===== config.mk =====
export PLATFORM = sky130hd
export DESIGN_NAME = score_feeder
export DESIGN_NICKNAME = d
export VERILOG_FILES = /design/src/rtl/score_pkg.sv /design/src/rtl/score_fifo.sv /design/src/rtl/score_feeder.sv
export SDC_FILE = /design/constraint.sdc
export NUM_CORES = 1
export LEC_CHECK = 0
export CAP_MARGIN = 20
export CELL_PAD_IN_SITES_DETAIL_PLACEMENT = 0
export CELL_PAD_IN_SITES_GLOBAL_PLACEMENT = 1
export CORE_ASPECT_RATIO = 1.2
export CORE_MARGIN = 2
export CORE_UTILIZATION = 36
export DETAILED_ROUTE_END_ITERATION = 12
export PLACE_DENSITY = 0.82
export REMOVE_ABC_BUFFERS = 1
export SLEW_MARGIN = 20
export SYNTH_ARGS = -nofsm -noshare
export SYNTH_HDL_FRONTEND = slang
export SYNTH_SLANG_ARGS = --single-unit

===== constraint.sdc =====
create_clock -name clk -period 4.6 [get_ports clk]
set_input_delay 0.69 -clock clk [delete_from_list [all_inputs] [get_ports clk]]
set_output_delay 0.69 -clock clk [all_outputs]
set_load 0.01 [all_outputs]

===== src/rtl/score_pkg.sv =====
// score_pkg: shared types and BCD point values for the score feeder.
package score_pkg;

  typedef enum logic [1:0] {
    HIT_LARGE  = 2'd0,
    HIT_MEDIUM = 2'd1,
    HIT_SMALL  = 2'd2,
    HIT_SAUCER = 2'd3
  } hit_kind_t;

  typedef enum logic [1:0] {
    IDLE  = 2'd0,
    ISSUE = 2'd1,
    WAIT  = 2'd2
  } feeder_state_t;

  // Three BCD digits are enough for every point value.
  localparam logic [11:0] PTS_LARGE  = 12'h020;
  localparam logic [11:0] PTS_MEDIUM = 12'h050;
  localparam logic [11:0] PTS_SMALL  = 12'h100;
  localparam logic [11:0] PTS_SAUCER = 12'h200;

  function automatic logic [11:0] kind_points(input hit_kind_t kind);
    case (kind)
      HIT_LARGE:  return PTS_LARGE;
      HIT_MEDIUM: return PTS_MEDIUM;
      HIT_SMALL:  return PTS_SMALL;
      default:    return PTS_SAUCER;
    endcase
  endfunction

endpackage


===== src/rtl/score_fifo.sv =====
// score_fifo: small synchronous FIFO holding hit kinds, with full/empty/count.
// Callers only push when not full (or when popping the same cycle) and only pop when not empty.
module score_fifo #(
  parameter int WIDTH = 2,
  parameter int DEPTH = 4
) (
  input  logic                       clk,
  input  logic                       resetN,
  input  logic                       push,
  input  logic                       pop,
  input  logic [WIDTH-1:0]           wdata,
  output logic [WIDTH-1:0]           rdata,
  output logic                       full,
  output logic                       empty,
  output logic [$clog2(DEPTH):0]     count
);

  localparam int PTR_W = $clog2(DEPTH);
  localparam int CNT_W = PTR_W + 1;

  logic [WIDTH-1:0] mem_q [DEPTH];
  logic [WIDTH-1:0] mem_d [DEPTH];
  logic [PTR_W-1:0] wr_ptr_q, wr_ptr_d;
  logic [PTR_W-1:0] rd_ptr_q, rd_ptr_d;
  logic [CNT_W-1:0] count_q, count_d;

  // Next-state for storage, pointers and occupancy; pointers wrap since DEPTH is a power of 2.
  always_comb begin
    mem_d    = mem_q;
    wr_ptr_d = wr_ptr_q;
    rd_ptr_d = rd_ptr_q;
    count_d  = count_q;
    if (push) begin
      mem_d[wr_ptr_q] = wdata;
      wr_ptr_d        = wr_ptr_q + 1'b1;
    end
    if (pop) begin
      rd_ptr_d = rd_ptr_q + 1'b1;
    end
    case ({push, pop})
      2'b10:   count_d = count_q + 1'b1;
      2'b01:   count_d = count_q - 1'b1;
      default: count_d = count_q;
    endcase
  end

  // Storage holds data only, so it needs no reset.
  always_ff @(posedge clk) begin
    mem_q <= mem_d;
  end

  // Pointer and occupancy registers.
  always_ff @(posedge clk or negedge resetN) begin
    if (!resetN) begin
      wr_ptr_q <= '0;
      rd_ptr_q <= '0;
      count_q  <= '0;
    end else begin
      wr_ptr_q <= wr_ptr_d;
      rd_ptr_q <= rd_ptr_d;
      count_q  <= count_d;
    end
  end

  assign rdata = mem_q[rd_ptr_q];
  assign full  = (count_q == CNT_W'(DEPTH));
  assign empty = (count_q == '0);
  assign count = count_q;

endmodule


===== src/rtl/score_feeder.sv =====
// score_feeder: queues hit events and feeds BCD addends to score_box one at a time.
// Optional: SCORE_EXTRA_LIFE_EN enables extra-life detection on score_in; otherwise
// extra_life is tied low and score_in is ignored.
module score_feeder
  import score_pkg::*;
#(
  parameter int DIGITS     = 5,
  parameter int FIFO_DEPTH = 4,
  parameter int ADD_GAP    = 8,
  parameter int LIFE_DIGIT = 4
) (
  input  logic                          clk,
  input  logic                          resetN,
  input  logic                          hit_valid,
  input  logic [1:0]                    hit_kind,
  output logic                          hit_dropped,
  output logic                          add,
  output logic [DIGITS-1:0][3:0]        sum,
  input  logic [DIGITS-1:0][3:0]        score_in,
  output logic [$clog2(FIFO_DEPTH):0]   pending,
  output logic                          extra_life
);

  localparam int CNT_W = $clog2(FIFO_DEPTH) + 1;
  localparam int GAP_W = $clog2(ADD_GAP) + 1;

  logic             fifo_push;
  logic             fifo_pop;
  logic             fifo_full;
  logic             fifo_empty;
  logic [1:0]       head_kind;
  logic [CNT_W-1:0] fifo_count;

  feeder_state_t           state_q, state_d;
  logic [GAP_W-1:0]        gap_q, gap_d;
  logic                    add_q, add_d;
  logic [DIGITS-1:0][3:0]  sum_q, sum_d;
  logic                    hit_dropped_q, hit_dropped_d;

  score_fifo #(
    .WIDTH (2),
    .DEPTH (FIFO_DEPTH)
  ) u_fifo (
    .clk    (clk),
    .resetN (resetN),
    .push   (fifo_push),
    .pop    (fifo_pop),
    .wdata  (hit_kind),
    .rdata  (head_kind),
    .full   (fifo_full),
    .empty  (fifo_empty),
    .count  (fifo_count)
  );

  // Issue FSM: the head is popped as the FSM enters ISSUE, so add is high exactly while in
  // ISSUE; WAIT then holds off ADD_GAP-1 cycles plus one IDLE cycle before the next add.
  always_comb begin
    state_d       = state_q;
    gap_d         = gap_q;
    add_d         = 1'b0;
    sum_d         = '0;
    fifo_pop      = 1'b0;
    case (state_q)
      IDLE: begin
        if (!fifo_empty) begin
          fifo_pop   = 1'b1;
          add_d      = 1'b1;
          sum_d[2:0] = kind_points(hit_kind_t'(head_kind));
          state_d    = ISSUE;
        end
      end
      ISSUE: begin
        gap_d   = GAP_W'(ADD_GAP - 1);
        state_d = WAIT;
      end
      WAIT: begin
        gap_d = gap_q - 1'b1;
        if (gap_d == '0) begin
          state_d = IDLE;
        end
      end
      default: begin
        gap_d   = '0;
        state_d = IDLE;
      end
    endcase
    // A full queue still accepts a hit when the head leaves in the same cycle.
    fifo_push     = hit_valid && (!fifo_full || fifo_pop);
    hit_dropped_d = hit_valid && !fifo_push;
  end

  // FSM, gap counter and registered outputs.
  always_ff @(posedge clk or negedge resetN) begin
    if (!resetN) begin
      state_q       <= IDLE;
      gap_q         <= '0;
      add_q         <= 1'b0;
      sum_q         <= '0;
      hit_dropped_q <= 1'b0;
    end else begin
      state_q       <= state_d;
      gap_q         <= gap_d;
      add_q         <= add_d;
      sum_q         <= sum_d;
      hit_dropped_q <= hit_dropped_d;
    end
  end

  assign add         = add_q;
  assign sum         = sum_q;
  assign hit_dropped = hit_dropped_q;
  assign pending     = fifo_count;

`ifdef SCORE_EXTRA_LIFE_EN
  logic [3:0] life_shadow_q, life_shadow_d;
  logic       extra_life_q, extra_life_d;

  // Any change of the watched digit, including a 9->0 rollover, grants one life.
  always_comb begin
    life_shadow_d = score_in[LIFE_DIGIT];
    extra_life_d  = (score_in[LIFE_DIGIT] != life_shadow_q);
  end

  // Shadow of the watched digit and the registered life pulse.
  always_ff @(posedge clk or negedge resetN) begin
    if (!resetN) begin
      life_shadow_q <= '0;
      extra_life_q  <= 1'b0;
    end else begin
      life_shadow_q <= life_shadow_d;
      extra_life_q  <= extra_life_d;
    end
  end

  assign extra_life = extra_life_q;
`else
  assign extra_life = 1'b0;
`endif

  // Only one digit of score_in is watched, and none when the feature is off.
  logic unused_score;
  assign unused_score = ^score_in;

endmodule


# Word level (Yosys, flattened, before mapping)
# Cells that the tools add are included.
# Widths: inputs -> output; s select.
[totals] regBits=35 inputBits=25 output_inout_bits=26 elab_cells=61
[op_classes] n_addsub=5 order_cmp=3 eq_ne=9 mux=16 n_bitwise=2 reduce_logical=12
[op_table] operator="$pmux 10 s3" n=1
[op_table] operator="$mux 10" n=2
[op_table] operator="$pmux 4 s3" n=1
[op_table] operator="$mux 2" n=5
[op_table] operator="$bwmux 8" n=1
[op_table] operator="$eq 2x1->1 const B" n=3
[op_table] operator="$eq 2x2->1 const B" n=3
[op_table] operator="$ge 3x3->1 const B" n=2
[op_table] operator="$not 2->3" n=2
[op_table] operator="$pmux 2 s3" n=1
[op_table] operator="$pmux 3 s2" n=1
[op_table] operator="$add 2x1->2 const B" n=2
[op_table] operator="$bmux 2 s2" n=1
[op_table] operator="$demux 2 s2" n=1
[op_table] operator="$logic_not 2->1" n=2
[op_table] operator="$logic_not 4->1" n=1
[op_table] operator="$ne 2x2->1 const B" n=2
[op_table] operator="$sub 4x1->4 const B" n=1
[op_table] operator="$add 3x1->3 const B" n=1
[op_table] operator="$eq 3x3->1 const B" n=1
[op_table] operator="$logic_and 1x1->1" n=3
[op_table] operator="$logic_not 3->1" n=1
[op_table] operator="$lt 3x1->1 const B" n=1
[op_table] operator="$sub 3x1->3 const B" n=1
[op_table] operator="other kinds (5)" n=7

# Longest topological paths before layout
[logic_depth] word_depth=8 ltp_mapped=13 ltp_nobuf=11

# Modules after synthesis
# From an unflattened synthesis, not the netlist that was laid out.
[unflattened] hier_cells=123 area_unflattened_um2=1413.9
[by_module_without_submodules] module="score_feeder" n_inst=1 cells_each=77 area_each_um2=725.7 seq_area_each_um2=300.3
[by_module_without_submodules] module="score_fifo" n_inst=1 cells_each=46 area_each_um2=688.2 seq_area_each_um2=415.4

# Worst setup path after synthesis
# No wires, ideal clock.
[synth_path] path_type="register to register" startpoint="reg state_q[0]" endpoint="reg u_fifo.count_q[2], in the netlist u_fifo.count[2]" setup_ns=0.079 arrival_time_ns=2.265 t_required_ns=4.521 slack_ns=2.255 stages_incl_launch_ff=14 path_buffers=2 period_less_slack_ns=2.345 path_cell_list="dfrtp_1 > inv_1 > ha_1 > buf_2 > nor4b_1 > nor2b_1 > clkbuf_1 > inv_1 > ha_1 > inv_1 > fa_1 > xor2_1 > nor2_1 > xor2_1"
[synth_between] elab_chain_cells=6 word_cells_on_any_way=8 cone_classes="eq/ne: 2; mux: 2; reduce/logical: 4"
[synth_lines] element="start, declared" line="score_feeder.sv:34" rtl="feeder_state_t state_q, state_d;"
[synth_lines] element="start signal, assigned" line="score_feeder.sv:101" rtl="state_q <= state_d;"
[synth_lines] element="$logic_not 2->1 *" line="score_feeder.sv:63" rtl="case (state_q)"
[synth_lines] element="$mux 1 *" line="score_feeder.sv:63"
[synth_lines] element="$logic_or 1x1->1" line="score_feeder.sv:88" rtl="fifo_push = hit_valid && (!fifo_full || fifo_pop);"
[synth_lines] element="$logic_and 1x1->1" line="score_feeder.sv:88"
[synth_lines] element="$eq 2x1->1 / $eq 2x2->1 (equally long branches)" line="score_fifo.sv:40" rtl="case ({push, pop})"
[synth_lines] element="$pmux 3 s2 / $reduce_bool 2->1 (equally long branches)"
[synth_lines] element="end signal, assigned" line="score_fifo.sv:61" rtl="count_q <= count_d;"
[synth_lines] element="end, declared" line="score_fifo.sv:25" rtl="logic [CNT_W-1:0] count_q, count_d;"
# Every way passes the cells marked *; elsewhere a longest branch is shown, timed or not.
# A chain may end at the register's enable or synchronous reset.

# Worst setup path after layout
# Same ends and word-level chain as after synthesis.

==> flow_summary_export.csv <==
group,metric,value,unit
global_route,grt_max_degree,20,
sta,relSlewSlack,0.437,
job,cap_violations,0,
global_route,overflow,0,
die,num_rows,24,
clock_network,clock_latency,0.28,ns
sta,finalHoldViolations,0,
global_route,grt_pass1_vias,813,
die,die_y,72.5,um
sta,timing.final.ws_setup,2.08,ns
drt,wirelength,2170,um
die,die_x,61.1,um
pwr,power,1020,uW
logic_synthesis,syn_area,0.00141,sq mm
logic_synthesis,synth-edff-count,8,
logic_synthesis,ys_ff_latch,27,
critical_path,crit_required,4.81,ns
global_route,antenna_found_initial,0,
global_route,grt_util_all_layers,0.112,
layout,diodes,0,
drt,drc,0,
layout,syn2layout_area_growth,12.4,%
clock_network,hold_buffers,0,
drt,avgViaCountPerCell,4.32,
sta,worst_pin_slew,0.842,ns
pwr,irDropWorstVdd,0.242,mV
critical_path,crit_start,"state_q[0]",
place,routabilityCongestion,0.677,
logic_synthesis,seq_area_frac_synth,0.509,
critical_path,path_class,"flip-flop to flip-flop",
min_path,hp-class,"flip-flop to flip-flop",
logic_synthesis,ys_async_sr_fraction,0.704,
drt,drt-initial-drc-count,9,
sta,setup_viol,0,
sta,rsz0062_at_grt,"false",
layout,register_area,716,sq um
clock_network,cts_tree,"done",
sta,fmax,0.397,GHz
sta,finalCriticalPeriod,2.52,ns
clock_network,clk_path_buf_depth,2,
clock_network,htreeDepth,1,
critical_path,worstRegToRegCells,11,
logic_synthesis,yosysWarningCount,0,
critical_path,reg2reg_from,"state_q[0]",
drt,via_count,808,
clock_network,root_buffer,"clkbuf_8",
drt,final_antenna_net_count,0,
sta,tns,0,ns
die,dieArea,0.00442,sq mm
sta,final.period_utilization,0.548,
sta,holdWs,0.529,ns
logic_synthesis,yosysTopAreaCell,"dfrtp_1",
min_path,holdPathStages,1,
sta,final_max_slew_viol_count,0,
pwr,pwr_density_cell,646,mW/mm^2
logic_synthesis,synth.distinct_cells,33,
clock_network,cts_sinks,27,
drt,wire_per_inst,11.6,um
die,io_pins,51,
place,portBuffers,14,
sta,fin_skew,0.00258,ns
critical_path,cp.arrival,2.73,ns
layout,fillers,364,
layout,multi_input_area,558,sq um
clock_network,cts_resized,0,
clock_network,cts_buffers,3,
logic_synthesis,netlist_instances,121,
clock_network,cts_setup_buffers,0,
critical_path,crit_path_end_kind,"flip-flop",
logic_synthesis,ys.flop_type,"dfrtp_1",
place,place_ws,1.97,ns
critical_path,critical_path.endpoint,"u_fifo.count[2]",
global_route,grt_pass1_wl,3620,um
clock_network,clk_pin_slew,0.10,ns
die,initial_core_util,0.381,
critical_path,regToRegSetupSlack,2.08,ns
layout,nets,172,
die,core_area,0.00369,sq mm
critical_path,r2r_end,"u_fifo.count[2]",
logic_synthesis,postSynthAreaPerCell,11.6,sq um
pwr,p_leak,0.000700,uW
outcome,status,"finished clean",
critical_path,startpoint_type,"flip-flop",
logic_synthesis,yosysTopAreaCellShare,0.338,
layout,drive_gt1_frac,0.0741,
drt,firstDrtPassIters,4,
logic_synthesis,yosys-top-cells-area,"dfrtp_1 (34%), edfxtp_1 (17%), buf_4 (9.1%)",
place,hpwl,1660,um
critical_path,cp_max_fo,10,
[power by group]
| group | internal [uW] | switching [uW] |
|---|---|---|
| registers | 338 | 62.9 |
| clock network | 61.6 | 78.3 |
| logic | 240 | 239 |
| total | 640 | 381 |
[state kept, by name (all words and copies together) (netlist names)]
| signal | count |
|---|---|
| u_fifo.mem_q | 8 |
| gap_q | 4 |
| sum | 4 |
| u_fifo.count | 3 |
| state_q | 2 |
| u_fifo.rd_ptr_q | 2 |
| u_fifo.wr_ptr_q | 2 |
| add | 1 |
| hit_dropped | 1 |
[worst min-delay path by stage]
stage | end | start
floorplan | add | resetN
global placement | gap_q[3] | gap_q[3]
detailed placement | gap_q[3] | gap_q[3]
CTS | gap_q[3] | gap_q[3]
global route | u_fifo.count[2] | u_fifo.count[2]
finish | u_fifo.count[2] | u_fifo.count[2]
[logic make-up (layout without fill, tap and decap cells)]
kind of cell | Yosys count | after routing | share of synthesized area
AND/OR/NAND/NOR | 25 | 25 | 0.0970
other | 1 | 16 | 0.00267
XOR/XNOR | 7 | 7 | 0.0436
multiplexers | 4 | 4 | 0.0498
adder cells (fa/ha/maj) | 11 | 11 | 0.103
buffers and inverters | 33 | 32 | 0.134
AO/OA/AOI/OAI | 13 | 13 | 0.0605
flip-flops | 27 | 27 | 0.509
[worst max-delay path, stage by stage (launching register included)]
cell,delay [ns]
dfrtp_1,0.38
inv_1,0.08
ha_1,0.32
nor4b_1,0.36
nor2b_1,0.20
inv_1,0.09
ha_1,0.18
inv_1,0.06
fa_1,0.37
xor2_1,0.15
nor2_1,0.11
xor2_1,0.16
[synth_stat cells (all sizes together), types with 2 or more instances]
cell	number
mux4	2
ha	10
xor2	3
nor3	2
nand2b	2
o21ai	6
nand2	8
a21oi	2
edfxtp	8
nor2	2
buf	18
dfrtp	19
and2	5
xnor2	4
inv	14
[area by class of cell]
class                      count  share of cell area
sequential                    27               0.453
multi-input combinational     76               0.353
timing repair buffer          14              0.0887
tap                           52              0.0412
inverter                      14              0.0333
clock buffer                   3              0.0261
clock inverter                 1             0.00475
[metrics by stage]
step / utilization / cells / area (sq um)
after floorplan: - / 117 / 1330
after global placement: 0.415 / 183 / 1530
after detailed placement: 0.415 / 183 / 1530
after CTS: 0.428 / 187 / 1580
after global routing: 0.428 / 187 / 1580
final: 0.428 / 187 / 1580
[cell usage in the layout, fill, tap and decap left out, types with 2 or more instances in the layout]
cell type,count
dfrtp_1,19
conb_1,16
inv_1,14
clkdlybuf4s50_1,14
ha_1,10
nand2_1,8
edfxtp_1,8
and2_1,5
o21ai_0,5
xnor2_1,4
xor2_1,3
clkbuf_8,3
mux4_2,2
nor3_1,2
nand2b_1,2
nor2_1,2
a21oi_1,2
[metal layers]
metal | up-vias | GRT usage | wire length, um
met5 | - | 0 | 0
met4 | 0 | 0.0652 | 53
met3 | 5 | 0.0214 | 120
met2 | 27 | 0.193 | 1090
met1 | 386 | 0.124 | 905
li1 | 390 | - | -
Power figures use the tool's default switching activity.
